===== config.mk =====
export PLATFORM = sky130hd
export DESIGN_NAME = pc_gen
export DESIGN_NICKNAME = d
export VERILOG_FILES = /design/src/rtl/pc_pkg.sv /design/src/rtl/pc_next_sel.sv /design/src/rtl/pc_gen.sv
export SDC_FILE = /design/constraint.sdc
export NUM_CORES = 1
export LEC_CHECK = 0
export ABC_AREA = 1
export CAP_MARGIN = 20
export CORE_ASPECT_RATIO = 0.8
export CORE_MARGIN = 5
export CORE_UTILIZATION = 40
export CTS_BUF_LIST = sky130_fd_sc_hd__clkbuf_8
export CTS_CLUSTER_SIZE = 28
export DETAILED_ROUTE_END_ITERATION = 10
export PLACE_DENSITY = 0.83
export SLEW_MARGIN = 20
export SYNTH_ARGS = -nofsm -noshare
export SYNTH_HDL_FRONTEND = slang
export SYNTH_SLANG_ARGS = --single-unit

===== constraint.sdc =====
create_clock -name clk -period 1.2 [get_ports clk]
set_input_delay 0.24 -clock clk [delete_from_list [all_inputs] [get_ports clk]]
set_output_delay 0.24 -clock clk [all_outputs]
set_load 0.03 [all_outputs]

===== src/rtl/pc_pkg.sv =====
// Shared types and default constants for the program-counter generator.
// Imported by pc_next_sel and pc_gen.
package pc_pkg;

  typedef enum logic [1:0] {
    BOOT = 2'd0,
    RUN  = 2'd1,
    HALT = 2'd2
  } state_t;

  typedef enum logic [1:0] {
    TRAP  = 2'd0,
    REDIR = 2'd1,
    SEQ   = 2'd2,
    HOLD  = 2'd3
  } src_t;

  localparam logic [31:0] DEFAULT_RESET_PC = 32'h8000_0000;
  localparam logic [31:0] DEFAULT_TRAP_VEC = 32'h8000_0100;

endpackage


===== src/rtl/pc_next_sel.sv =====
// Next-PC selection: trap > redirect > sequential advance > hold, with target
// alignment and a flag for targets whose forced-low bits were set.
module pc_next_sel
  import pc_pkg::*;
#(
  parameter int               XLEN       = 32,
  parameter int               INST_BYTES = 4,
  parameter logic [XLEN-1:0]  TRAP_VEC   = XLEN'(DEFAULT_TRAP_VEC)
) (
  input  logic [XLEN-1:0] pc,
  input  logic            advance,
  input  logic            trap_vld,
  input  logic            trap_tgt_vld,
  input  logic [XLEN-1:0] trap_tgt,
  input  logic            redir_vld,
  input  logic [XLEN-1:0] redir_tgt,
  output logic [XLEN-1:0] next_pc,
  output src_t            src,
  output logic            misalign
);

  localparam logic [XLEN-1:0] STEP       = XLEN'(INST_BYTES);
  localparam logic [XLEN-1:0] ALIGN_MASK = ~(STEP - XLEN'(1));

  logic [XLEN-1:0] target;
  logic            load;

  always_comb begin
    target   = '0;
    load     = 1'b0;
    next_pc  = pc;
    src      = HOLD;
    misalign = 1'b0;
    if (trap_vld) begin
      load   = 1'b1;
      src    = TRAP;
      target = trap_tgt_vld ? trap_tgt : TRAP_VEC;
    end else if (redir_vld) begin
      load   = 1'b1;
      src    = REDIR;
      target = redir_tgt;
    end else if (advance) begin
      src     = SEQ;
      next_pc = pc + STEP;
    end
    if (load) begin
      next_pc  = target & ALIGN_MASK;
      misalign = |(target & ~ALIGN_MASK);
    end
  end

endmodule


===== src/rtl/pc_gen.sv =====
// Program-counter generator: BOOT/RUN/HALT control plus the architectural PC register.
// Define PC_TRACE_EN for a simulation-only trace of fires and redirects.
module pc_gen
  import pc_pkg::*;
#(
  parameter int               XLEN       = 32,
  parameter logic [XLEN-1:0]  RESET_PC   = XLEN'(DEFAULT_RESET_PC),
  parameter int               INST_BYTES = 4,
  parameter logic [XLEN-1:0]  TRAP_VEC   = XLEN'(DEFAULT_TRAP_VEC)
) (
  input  logic            clk,
  input  logic            rst,
  output logic [XLEN-1:0] pc,
  output logic            pc_valid,
  input  logic            pc_ready,
  input  logic            redir_vld,
  input  logic [XLEN-1:0] redir_tgt,
  input  logic            trap_vld,
  input  logic            trap_tgt_vld,
  input  logic [XLEN-1:0] trap_tgt,
  input  logic            halt_req,
  input  logic            resume,
  output logic            halted,
  output logic            misalign
);

  // Handshake: pc is offered while pc_valid; a fire is pc_valid & pc_ready on a
  // rising edge. With pc_ready low, pc stays put unless a trap/redirect loads it.
  state_t          state, state_next;
  logic            fire;
  logic            advance;
  logic [XLEN-1:0] sel_next;
  src_t            sel_src;
  logic            sel_misalign;

  assign pc_valid = (state == RUN);
  assign halted   = (state == HALT);
  assign fire     = pc_valid & pc_ready;
  // A fire coinciding with halt_req is dropped: the halt wins and pc does not move.
  assign advance  = fire & ~halt_req;

  pc_next_sel #(
    .XLEN       (XLEN),
    .INST_BYTES (INST_BYTES),
    .TRAP_VEC   (TRAP_VEC)
  ) u_next_sel (
    .pc           (pc),
    .advance      (advance),
    .trap_vld     (trap_vld),
    .trap_tgt_vld (trap_tgt_vld),
    .trap_tgt     (trap_tgt),
    .redir_vld    (redir_vld),
    .redir_tgt    (redir_tgt),
    .next_pc      (sel_next),
    .src          (sel_src),
    .misalign     (sel_misalign)
  );

  always_ff @(posedge clk or posedge rst) begin
    if (rst) begin
      state <= BOOT;
    end else begin
      state <= state_next;
    end
  end

  always_comb begin
    state_next = state;
    case (state)
      BOOT:    state_next = RUN;
      RUN:     if (halt_req) state_next = HALT;
      HALT:    if (resume && !halt_req) state_next = RUN;
      default: state_next = BOOT;
    endcase
  end

  always_ff @(posedge clk or posedge rst) begin
    if (rst) begin
      pc       <= RESET_PC;
      misalign <= 1'b0;
    end else begin
      misalign <= sel_misalign;
      if (sel_src != HOLD) pc <= sel_next;
    end
  end

`ifdef PC_TRACE_EN
  always @(posedge clk) begin
    if (!rst) begin
      if (fire) $display("pc_gen: fire pc=%h", pc);
      if (sel_src == TRAP || sel_src == REDIR)
        $display("pc_gen: %s old=%h new=%h", sel_src.name(), pc, sel_next);
    end
  end
`endif

endmodule


# After elaboration in Yosys (flattened, before gate mapping)

Index checks and enable logic that the tools add are counted.

Muxes and demuxes: 16
Shift-type cells: 0
Add/subtract/negate cells: 1
Order comparisons: 0
Div/mod/pow operators: 0
Reductions and logical operators: 7
$mul: 0
Eq/ne operators: 7
Bitwise operators: 3

Operators with widths:

| kind                                                                     | count |
|---|---|
| 32-bit 2-to-1 mux                                                        | 7 |
| 32-bit by 3-bit adder with 32-bit output (second input constant)         | 1 |
| 2-bit 2-to-1 mux                                                         | 4 |
| 2-bit by 1-bit inequality test with 1-bit output (second input constant) | 4 |
| 2-bit one-hot mux with 3 select lines                                    | 1 |
| 1-bit 2-to-1 mux                                                         | 4 |
| 4-bit AND reduction                                                      | 1 |
| 1-bit bitwise AND                                                        | 2 |
| 2-bit by 1-bit == test with 1-bit output (second input constant)         | 1 |
| 2-bit == test (second input constant)                                    | 1 |
| 2-bit zero test                                                          | 1 |
| 2-bit inequality test (second input constant)                            | 1 |
| 2-bit AND reduction                                                      | 1 |
| 2-bit nonzero test                                                       | 1 |
| 2-bit OR reduction                                                       | 1 |
| 1-bit logical AND                                                        | 1 |
| 1-bit zero test                                                          | 1 |
| 1-bit NOT                                                                | 1 |

Bits in registers: 35
Input bits: 72
Bits in writable memories: 0
Memories: 0
Bits in latches: 0
Output and inout bits: 35
ROM bits: 0
Logic and storage cells: 37

# Logic depth before layout (Yosys ltp)

Gate-level depths: netlist of run 1.

Depth in word-level cells: 8
Gate-level depth with buffers: 9
Depth with buffers taken out: 9

# Hierarchy

A second synthesis of run 1 with hierarchy kept.

Cell total of the unflattened synthesis: 462
Area total of the unflattened synthesis: 3,004.1 µm²

Modules (own cells, without submodules):

| module      | seq. area each (µm²) | area an instance (µm²) | times used | cells each |
|---|---|---|---|---|
| pc_next_sel | 0.0                  | 1,561.5                | 1          | 303 |
| pc_gen      | 877.1                | 1,442.6                | 1          | 159 |

# Least setup slack after synthesis of run 1

OpenSTA, ideal clock, no wires.

Path kind: register to register
From: reg pc[3]
To: reg pc[24]
Slack: -392 ps
Data arrival time: 1,514 ps
Period minus slack after synthesis: 1,592 ps
Stages on the path, launching flop included: 10
Cell sequence: dfrtp_1 -> ha_1 -> nand2_2 -> nor2_4 -> nand2_1 -> nor2_2 -> nand2_1 -> nand2_1 -> nand3_1 -> a21oi_1

Cells in the longest elaborated chain, start to end: 5

Ends and longest elaborated chain:

| what                                     | line              | source |
|---|---|---|
| start, declared                          | pc_gen.sv:13      | `output logic [XLEN-1:0] pc,` |
| start signal, assigned                   | pc_gen.sv:83      | `if (sel_src != HOLD) pc <= sel_next;` |
| 32-bit by 3-bit adder with 32-bit output | pc_next_sel.sv:44 | `next_pc = pc + STEP;` |
| 32-bit 2-to-1 mux                        | pc_next_sel.sv:42 | `end else if (advance) begin` |
| 32-bit 2-to-1 mux                        | pc_next_sel.sv:38 | `end else if (redir_vld) begin` |
| 32-bit 2-to-1 mux                        | pc_next_sel.sv:34 | `if (trap_vld) begin` |
| 32-bit 2-to-1 mux                        | pc_next_sel.sv:46 | `if (load) begin` |

Every way passes these cells. The select of a mux whose other input is x is not followed.
A chain may end at the register's enable or synchronous reset.

# Worst setup path after layout of run 1

From: reg pc[13]
To: reg pc[24]

The elaborated chain is that of the path after synthesis.

==> qor.txt, run 1 <==
Outcome -> finished, violations left
Failing checks -> negative setup slack
Final WL -> 13,900 µm
Slowest cell delay on critical path -> 0.42 ns
Syn Area/Cell -> 6.43 µm²
Synth top area cells -> dfrtp_1 31%, nand2_1 16%, nor2_1 11%, nand3_1 7.6%, a22o_1 5.8%
Pleak -> 0.00232 µW
Crit path max-delay family -> simple AND/OR/NAND/NOR gates
Post-route cell area -> 0.00518 mm²
Setup-failing EPs final -> 61
Largest net degree at the start of global routing -> 34
Core region area -> 0.00631 mm²
Synth cell types -> 26
Clk buf depth -> 2
Crit path cell chain -> nand2_1 -> nor2_2 -> nand2_1 -> nor2_4 -> nand2_1 -> nand2_1 -> nand3_1 -> a21oi_1
Initial antenna violation count -> 0
Peak supply drop -> 0.000694 V
Worst Setup Slack, final -> -0.515 ns
I/O Buffers -> 104
Die Ht -> 81.7 µm
WP buf/inv -> 0
Final Hold Vio Count -> 0
DP Area -> 0.00430 mm²
Worst hold path type -> input port to async pin
Drt drc -> 0
DRT iter0 DRCs -> 463
ANT cells -> 0
Hold_buf cts -> 0
First-pass GRT wire length -> 18,000 µm
Register area share after synthesis -> 0.322
H-tree depth -> 2
Cts bufs inserted -> 5
Worst setup SP type -> flop
Synth top area share -> 0.311
Clk_skew -> 0.0121 ns
Tcrit/Tclk final -> 1.43
Vias -> 4,067
Fmax -> 583 MHz
Dpl hpwl -> 7390 µm
Global Route Usage Sum -> 0.279
Setup TNS Final -> -10.07 ns
Synth warn -> 0
Worst Path Max Fanout -> 4
Crit Path Class -> flop to flop
Starting density of the core -> 0.407
Arrival time at the worst endpoint -> 1.94 ns
Fin cells -> 687
Yosys top cell by area -> dfrtp_1
CTS tree -> yes
Clock transition at path regs -> 0.09 ns
Layout area overhead -> 102%
Commonest non-fill, non-tap cell in the layout -> nand2_1
Dpl cells -> 636
Post-Syn Area -> 0.00257 mm²
Mapped Cells -> 400
Register bit total from synthesis -> 33
CP dominant cell by count -> nand2_1
CP Capture Type -> flop
Routability cong. -> 0.912
Final design utilization -> 0.822
Power Density -> 1120 mW/mm²
Per-cell routed wire length -> 20.2 µm
Fin. max-slew vios -> 0
ANT nets after route -> 0
I/O pin count -> 107
RSZ-0062 raised after global routing -> yes
Max-cap violations -> 0
Fill cells -> 344
Rows -> 26
Chip width -> 99.6 µm
Grt ovf -> 0
Minimum clock period -> 1.72 ns
Layout cell share with drive strength beyond 1 -> 0.411
Data required, critical path -> 1.43 ns
Master of the slowest instance on the critical path -> dfrtp_2
Vias in the first global route -> 3,760
Commonest non-fill, non-tap cells in the layout -> 94 x nand2_1, 69 x clkdlybuf4s50_1, 61 x buf_6, 61 x buf_4, 59 x nor2_1
CTS Root Cell -> clkbuf_8
CTS Sinks -> 33
DIE AREA -> 0.00814 mm²
Nets -> 675
Clk_lat worst skew -> 0.31 ns
Fin Hold WS -> 0.278 ns
DRT Pass-1 Iters -> 6
Vias per inst -> 5.92
## state kept, by name, summed over array words and instances, names as in the netlist
name / count
pc: 30
state: 2
misalign: 1
## timing repair
item,4_1_cts,5_1_grt
resized for setup,77,60
setup buffers,32,18
endpoints found under the setup margin,60,61
gates cloned,1,1
pin swaps,14,20
## routing by layer
layer  wire, µm  vias up  track usage
li1           -     1703            -
met2       6570      382        0.499
met4        876        0       0.0955
met5          0        -            0
met3       1650      112       0.0458
met1       4820     1870        0.343
## final cells by class
type                            count  area [µm²]  area share
Clock buffer                        5        68.8      0.0133
Clock inverter                      3        13.8     0.00265
Inverter                           36         140      0.0270
Multi-Input combinational cell    316        1810       0.348
Sequential cell                    33         860       0.166
Tap cell                           84         105      0.0203
Timing Repair Buffer              210        2190       0.423
## worst paths after layout
kind                            slack, ns         start  endpoint  cells after the start
worst min-delay path                 0.28           rst     pc[9]                      3
worst max-delay path                -0.52        pc[13]    pc[24]                      8
worst max register to register      -0.52        pc[13]    pc[24]                      8
max in group asynchronous            0.66           rst    pc[31]                      3
min in group clk                     0.53  redir_tgt[1]  misalign                      3
worst min register to register       0.68        pc[16]    pc[16]                      3
## tightest hold or removal path, stage by stage
cell,delay (ns)
clkdlybuf4s50_1,0.40
inv_1,0.09
buf_12,0.23
## logic make-up after synthesis
kind of cell,count (synthesis),synth area share
XOR/XNOR,1,0.00341
AND/OR/NAND/NOR,240,0.400
other,1,0.00146
adder cells (fa/ha/maj),1,0.00487
AO/OA/AOI/OAI,72,0.182
buffers and inverters,52,0.0866
flip-flops,33,0.322
## stage by stage
stage / setup slack, ns / total power [µW]
6_report: -0.515 / 5780
3_3_place_gp: -0.424 / 3890
3_5_place_dp: -0.532 / 3960
2_1_floorplan: -0.239 / 2660
5_1_grt: -0.521 / 5990
4_1_cts: -0.301 / 5340
## report_power, final
group | leakage, µW | switching, µW | total [µW] | internal (µW)
registers | 0.000374 | 263 | 1590 | 1330
clock network | 0.0000491 | 493 | 888 | 395
logic | 0.00190 | 1600 | 3300 | 1710
## Yosys cell counts
library cell / n
inv_2: 2
xor2_1: 1
buf_2: 13
a31oi_1: 4
nand2_4: 1
dfrtp_1: 32
buf_4: 3
nor2_4: 6
a41oi_1: 2
a22o_1: 17
nor2_1: 74
o21ai_0: 14
inv_1: 34
nand2_2: 2
o211ai_1: 1
or2_2: 1
nand3_1: 39
a22oi_1: 10
and2_1: 2
conb_1: 1
nor2_2: 6
ha_1: 1
dfstp_2: 1
o21bai_1: 1
nand2_1: 109
a21oi_1: 23
(Power assumes the default switching activity.)
==> inputs of run 2 (changes only) <==
Settings changed: ABC_AREA 1 to unset, CORE_UTILIZATION 40 to 39, CTS_CLUSTER_DIAMETER set to 200, PLACE_DENSITY 0.83 to 0.84.
==> run 2 against run 1 <==
The run still ends with negative setup slack left. Sequential share of layout area increased by 0.18 points. Non-clock buffer count increased by 6. Global-route usage increased by 0.60 points. Maximum frequency decreased by 5.2%. Die area decreased by 7.1%. Via count decreased by 8.7%. Worst hold slack improved by 0.0097 ns. Cell area decreased by 1.1%. Clock power increased by 3.2%. Worst setup slack got worse by 0.094 ns. Register-to-register slack got worse by 0.09 ns. Synthesized cell count decreased by 30%. Largest cell class unchanged. Highest routed layer unchanged.
==> qor.txt, run 2 <==
ANT cells -> 0
ANT nets after route -> 0
Synth warn -> 0
Worst Path Max Fanout -> 4
Post-synth ARST share -> 1.00
Fin Hold WS -> 0.288 ns
Fin. max-slew vios -> 0
Tcrit/Tclk final -> 1.51
CTS tree -> yes
Adder-cell area share of the yosys netlist -> 0.00543
Vias in the first global route -> 3,321
Failing checks -> negative setup slack
CP Capture Type -> flop
Synth Area in Compound Gates -> 0.311
Dpl cells -> 525
Clk buf depth -> 2
Power Total -> 4790 µW
Synth Area in XOR/XNOR -> 0.0152
Post-placement setup slack -> -0.796 ns
Vias per inst -> 6.51
First-pass GRT wire length -> 16,700 µm
EDFF count, synth -> 0
Simple-Gate Fraction of Synth Area -> 0.252
DRT iter0 DRCs -> 416
Commonest non-fill, non-tap cells in the layout -> 75 x buf_4, 67 x clkdlybuf4s50_1, 62 x buf_6
DRT Pass-1 Iters -> 5
Layout cell share with drive strength beyond 1 -> 0.545
Worst hold path type -> input port to async pin
Top cells by count, synth -> 32 x a21oi_1, 32 x dfrtp_1, 29 x nand2_1, 25 x o21ai_0, 19 x a22oi_1
Final Hold Vio Count -> 0
Data required, critical path -> 1.40 ns
Reg with most FFs -> pc
Clk_skew -> 0.00533 ns
Slowest cell delay on critical path -> 0.46 ns
Global Route Usage Sum -> 0.285
Final WL -> 13,900 µm
Clock transition at path regs -> 0.07 ns
Layout area overhead -> 122%
Max-cap violations -> 0
Worst Setup Slack, final -> -0.609 ns
Drt drc -> 0
Grt ovf -> 0
Setup-failing EPs final -> 59
Outcome -> finished, violations left
Vias -> 3,715
Synth cell types -> 46
Hold_buf cts -> 0
Mapped Cells -> 281
I/O pin count -> 107
Largest net degree at the start of global routing -> 34
Core region area -> 0.00582 mm²
Die Ht -> 78.8 µm
Crit path cell chain -> nand4_1 -> buf_4 -> nor4_4 -> nand3_2 -> a21oi_2 -> a2bb2oi_1
Largest regs -> pc x30, state x2, misalign x1
Max FFs per register -> 30
Initial antenna violation count -> 0
Fin cells -> 571
Nets -> 562
Register bit total from synthesis -> 33
Mux contribution to synthesized area -> 0.00434
Fmax -> 553 MHz
Post-Syn Area -> 0.00231 mm²
Register area share after synthesis -> 0.359
Synth top area share -> 0.347
Cts bufs inserted -> 5
Largest family of logic cells by synthesized area -> compound AO/OA/AOI/OAI gates
Commonest non-fill, non-tap cell in the layout -> buf_4
Synth top area cells -> dfrtp_1 35%, a21oi_1 6.9%, a22oi_1 6.2%, o21ai_0 5.4%, nand2_1 4.7%
Master of the slowest instance on the critical path -> dfrtp_2
Peak supply drop -> 0.000872 V
H-tree depth -> 2
Pleak -> 0.00209 µW
Main flop type after synthesis -> dfrtp_1
Syn Area/Cell -> 8.21 µm²
Worst setup SP type -> flop
Yosys top cell by area -> dfrtp_1
Rows -> 25
Crit Path Class -> flop to flop
DIE AREA -> 0.00756 mm²
Chip width -> 96.0 µm
Per-cell routed wire length -> 24.3 µm
Power Density -> 933 mW/mm²
Dpl hpwl -> 6980 µm
Arrival time at the worst endpoint -> 2.01 ns
Clk_lat worst skew -> 0.29 ns
Routability cong. -> 0.848
CTS Sinks -> 33
RSZ-0062 raised after global routing -> yes
Starting density of the core -> 0.396
I/O Buffers -> 104
CTS Root Cell -> clkbuf_8
Minimum clock period -> 1.81 ns
run 2: cell types whose count changed in the layout (fill, tap and decap cells not counted), moves of 11 or more:
cell,delta
inv_1,-22
nor2_2,-11
nand2_1,-72
buf_4,+14
nand4_1,+16
nor2_1,-53
nand3_1,-31
a22o_1,-11
run 2: where the power goes:
group	leakage [µW]	internal, µW	total, µW	switching (µW)
clock network	0.0000538	452	916	463
registers	0.000393	1260	1440	181
logic	0.00164	1230	2430	1200
total	0.00209	2940	4790	1840
run 2: through the flow:
stage	instance area, µm²	utilization	setup TNS, ns
after CTS	4640	0.798	-10.51
after global placement	4130	0.710	-19.95
after global routing	5130	0.882	-15.92
final	5130	0.882	-14.09
after floorplan	2560	-	-6.42
after detailed placement	4130	0.710	-22.02
run 2: worst max-delay path, delay by kind of cell (launching register included):
| kind | cells | cell delay, ns |
|---|---|---|
| compound gates | 2 | 0.39 |
| buf+inv | 1 | 0.23 |
| flops | 1 | 0.46 |
| simple gates | 3 | 0.63 |
run 2: cell families (layout without fill, tap and decap cells):
group                      count (synthesis)  in the layout
adders and majority gates                  1              1
buffers and inverters                     24            231
other                                      1              2
AOI/OAI and AO/OA                        111            111
and+or+nand+nor                          106            107
DFF                                       33             33
muxes                                      1              1
xor gates and xnor gates                   4              4
run 2: timing repair:
action                     in CTS  in global routing
gates resized for setup        82                 73
gates cloned                    1                  1
setup buffers                  15                 36
setup endpoints to repair      59                 60
pin swaps                      21                 36
run 2: worst paths after layout:
| kind | from | end | slack (ns) | cells past startpoint |
|---|---|---|---|---|
| min in group clk | redir_vld | pc[2] | 0.38 | 3 |
| max in group asynchronous | rst | pc[31] | 0.66 | 3 |
| worst max register to register | pc[3] | pc[21] | -0.61 | 6 |
| worst max-delay path | pc[3] | pc[21] | -0.61 | 6 |
| worst min register to register | pc[29] | pc[29] | 0.63 | 2 |
| worst min-delay path | rst | state[0] | 0.29 | 3 |
run 2: final cells by class:
type | instances | area, µm²
sequential | 33 | 860
inverter | 7 | 26.3
fill | 253 | 689
timing repair buffer | 216 | 2130
clock inverter | 2 | 7.51
multi-input combinational | 226 | 1920
clock buffer | 6 | 82.6
tap | 81 | 101
run 2: metal layers:
| metal | part of all wire | GRT usage | wire (µm) | up-vias |
|---|---|---|---|---|
| li1 | - | - | - | 1498 |
| met1 | 0.37 | 0.364 | 5140 | 1801 |
| met2 | 0.48 | 0.487 | 6610 | 336 |
| met3 | 0.097 | 0.0455 | 1340 | 80 |
| met4 | 0.056 | 0.0938 | 775 | 0 |
| met5 | 0 | 0 | 0 | - |
==> inputs of run 3 (changes only) <==
Settings changed: CORE_UTILIZATION 39 to 55, DONT_BUFFER_PORTS set to 1, PLACE_DENSITY 0.84 to 0.77.
==> run 3 against run 2 <==
The flow still finishes with violations (negative setup slack). Sequential power about the same. Utilization increased by 5.1 points. First-iteration DRC count rose by 42%. Highest routed layer unchanged.
==> qor.txt, run 3 (synthesis gave the netlist of run 2 again) <==
Drt drc -> 0
Vias per inst -> 7.54
Vias in the first global route -> 2,795
DIE AREA -> 0.00560 mm²
Outcome -> finished, violations left
Commonest non-fill, non-tap cell in the layout -> buf_4
I/O pin count -> 107
Power Density -> 1110 mW/mm²
R2R Setup Slk -> -0.65 ns
H-tree depth -> 2
Failing checks -> negative setup slack
Per-cell routed wire length -> 28.0 µm
Crit Path Class -> flop to flop
Dpl hpwl -> 5970 µm
Crit path max-delay family -> simple AND/OR/NAND/NOR gates
Layout cell share with drive strength beyond 1 -> 0.590
Final WL -> 12,000 µm
I/O Buffers -> 0
Routability cong. -> 0.934
Cts bufs inserted -> 5
DRT Pass-1 Iters -> 6
Global Route Usage Sum -> 0.343
Crit path cell chain -> nand4_1 -> nor4_2 -> nand3_1 -> a21oi_1 -> a2bb2oi_1
Power Total -> 4260 µW
Final Hold Vio Count -> 0
Reg with most FFs -> pc
CTS tree -> yes
Peak supply drop -> 0.00116 V
CP Capture Type -> flop
Largest regs -> pc x30, state x2, misalign x1
RSZ-0062 raised after global routing -> yes
Clk_lat worst skew -> 0.29 ns
Grt ovf -> 0
Data required, critical path -> 1.42 ns
RR Startpoint -> pc[2]
Vias -> 3,241
Nets -> 445
Layout area overhead -> 66.8%
Core region area -> 0.00413 mm²
ANT nets after route -> 0
Max-cap violations -> 0
Worst setup SP type -> flop
Commonest non-fill, non-tap cells in the layout -> 61 x buf_4, 28 x buf_6, 26 x dfrtp_2
Fill cells -> 135
Max FFs per register -> 30
CTS Root Cell -> clkbuf_8
Setup-failing EPs final -> 42
Clk_skew -> 0.00399 ns
Clk buf depth -> 2
CTS Sinks -> 33
Worst Path Max Fanout -> 5
Critical path launch point -> pc[2]
Tcrit/Tclk final -> 1.54
Arrival time at the worst endpoint -> 2.07 ns
DRT iter0 DRCs -> 590
ANT cells -> 0
Min-Delay Startpoint -> redir_vld
Worst Setup Slack, final -> -0.649 ns
Slowest cell delay on critical path -> 0.49 ns
Rows -> 21
Die Ht -> 67.9 µm
Master of the slowest instance on the critical path -> dfrtp_2
Minimum clock period -> 1.85 ns
Fin. max-slew vios -> 0
Pleak -> 0.00155 µW
Clock transition at path regs -> 0.07 ns
WP buf/inv -> 0
Setup TNS Final -> -12.67 ns
Fmax -> 541 MHz
Initial antenna violation count -> 0
Worst slew pin tran -> 0.487 ns
Chip width -> 82.4 µm
Largest net degree at the start of global routing -> 34
Worst hold path type -> input port to flop
Starting density of the core -> 0.559
Slew margin rel. -> 0.672
First-pass GRT wire length -> 14,200 µm
[run 3: worst paths after layout]
| kind | end | cells after the start |
|---|---|---|
| max | pc[21] | 5 |
| min | pc[2] | 1 |
| max reg2reg | pc[21] | 5 |
| min reg2reg | pc[30] | 2 |
| max in group asynchronous | pc[31] | 3 |
| min in group asynchronous | pc[30] | 3 |
[run 3: worst register-to-register path, delay by kind of cell (launching register included)]
kind / cells / cell delay (ns)
AO/OA/AOI/OAI: 2 / 0.38
flip-flops: 1 / 0.49
AND/OR/NAND/NOR: 3 / 0.90
[run 3: area by class of cell]
type,instances,area (µm²),share of cell area
clock buffers,5,68.8,0.0179
clock inverters,3,13.8,0.00358
inverters,7,28.8,0.00748
multi-input cells,225,1850,0.481
flip-flops and latches,33,860,0.223
well taps,57,71.3,0.0185
repair buffers,100,953,0.248
[run 3: repair_timing]
action,CTS,global route
setup buffers,12,12
hold buffers,1,0
endpoints found under the hold margin,32,0
setup endpoints to repair,37,39
pin swaps,28,24
gates cloned,0,1
resized for setup,47,57
[run 3: where the power goes]
group,leakage (µW),switching [µW],internal [µW]
combinational,0.00110,1070,885
clock,0.0000491,459,394
sequential,0.000393,187,1260
[run 3: metal layers]
layer  wire (µm)  vias to the layer above  global-route usage
met3        1730                      122              0.0829
li1            -                     1258                   -
met5           0                        -                   0
met2        5450                      389               0.556
met1        3950                     1472               0.436
met4         915                        0               0.145
[run 3: per-stage QoR]
stage / setup WS, ns / hold slack [ns] / area [µm²] / utilization / std cells
2_1_floorplan: -0.400 / 0.366 / 2560 / - / 282
3_3_place_gp: -0.302 / 0.191 / 3150 / 0.763 / 398
3_5_place_dp: -0.344 / 0.191 / 3150 / 0.763 / 398
4_1_cts: -0.335 / 0.0742 / 3510 / 0.852 / 418
5_1_grt: -0.756 / 0.0833 / 3850 / 0.932 / 430
6_report: -0.649 / 0.0840 / 3850 / 0.932 / 430
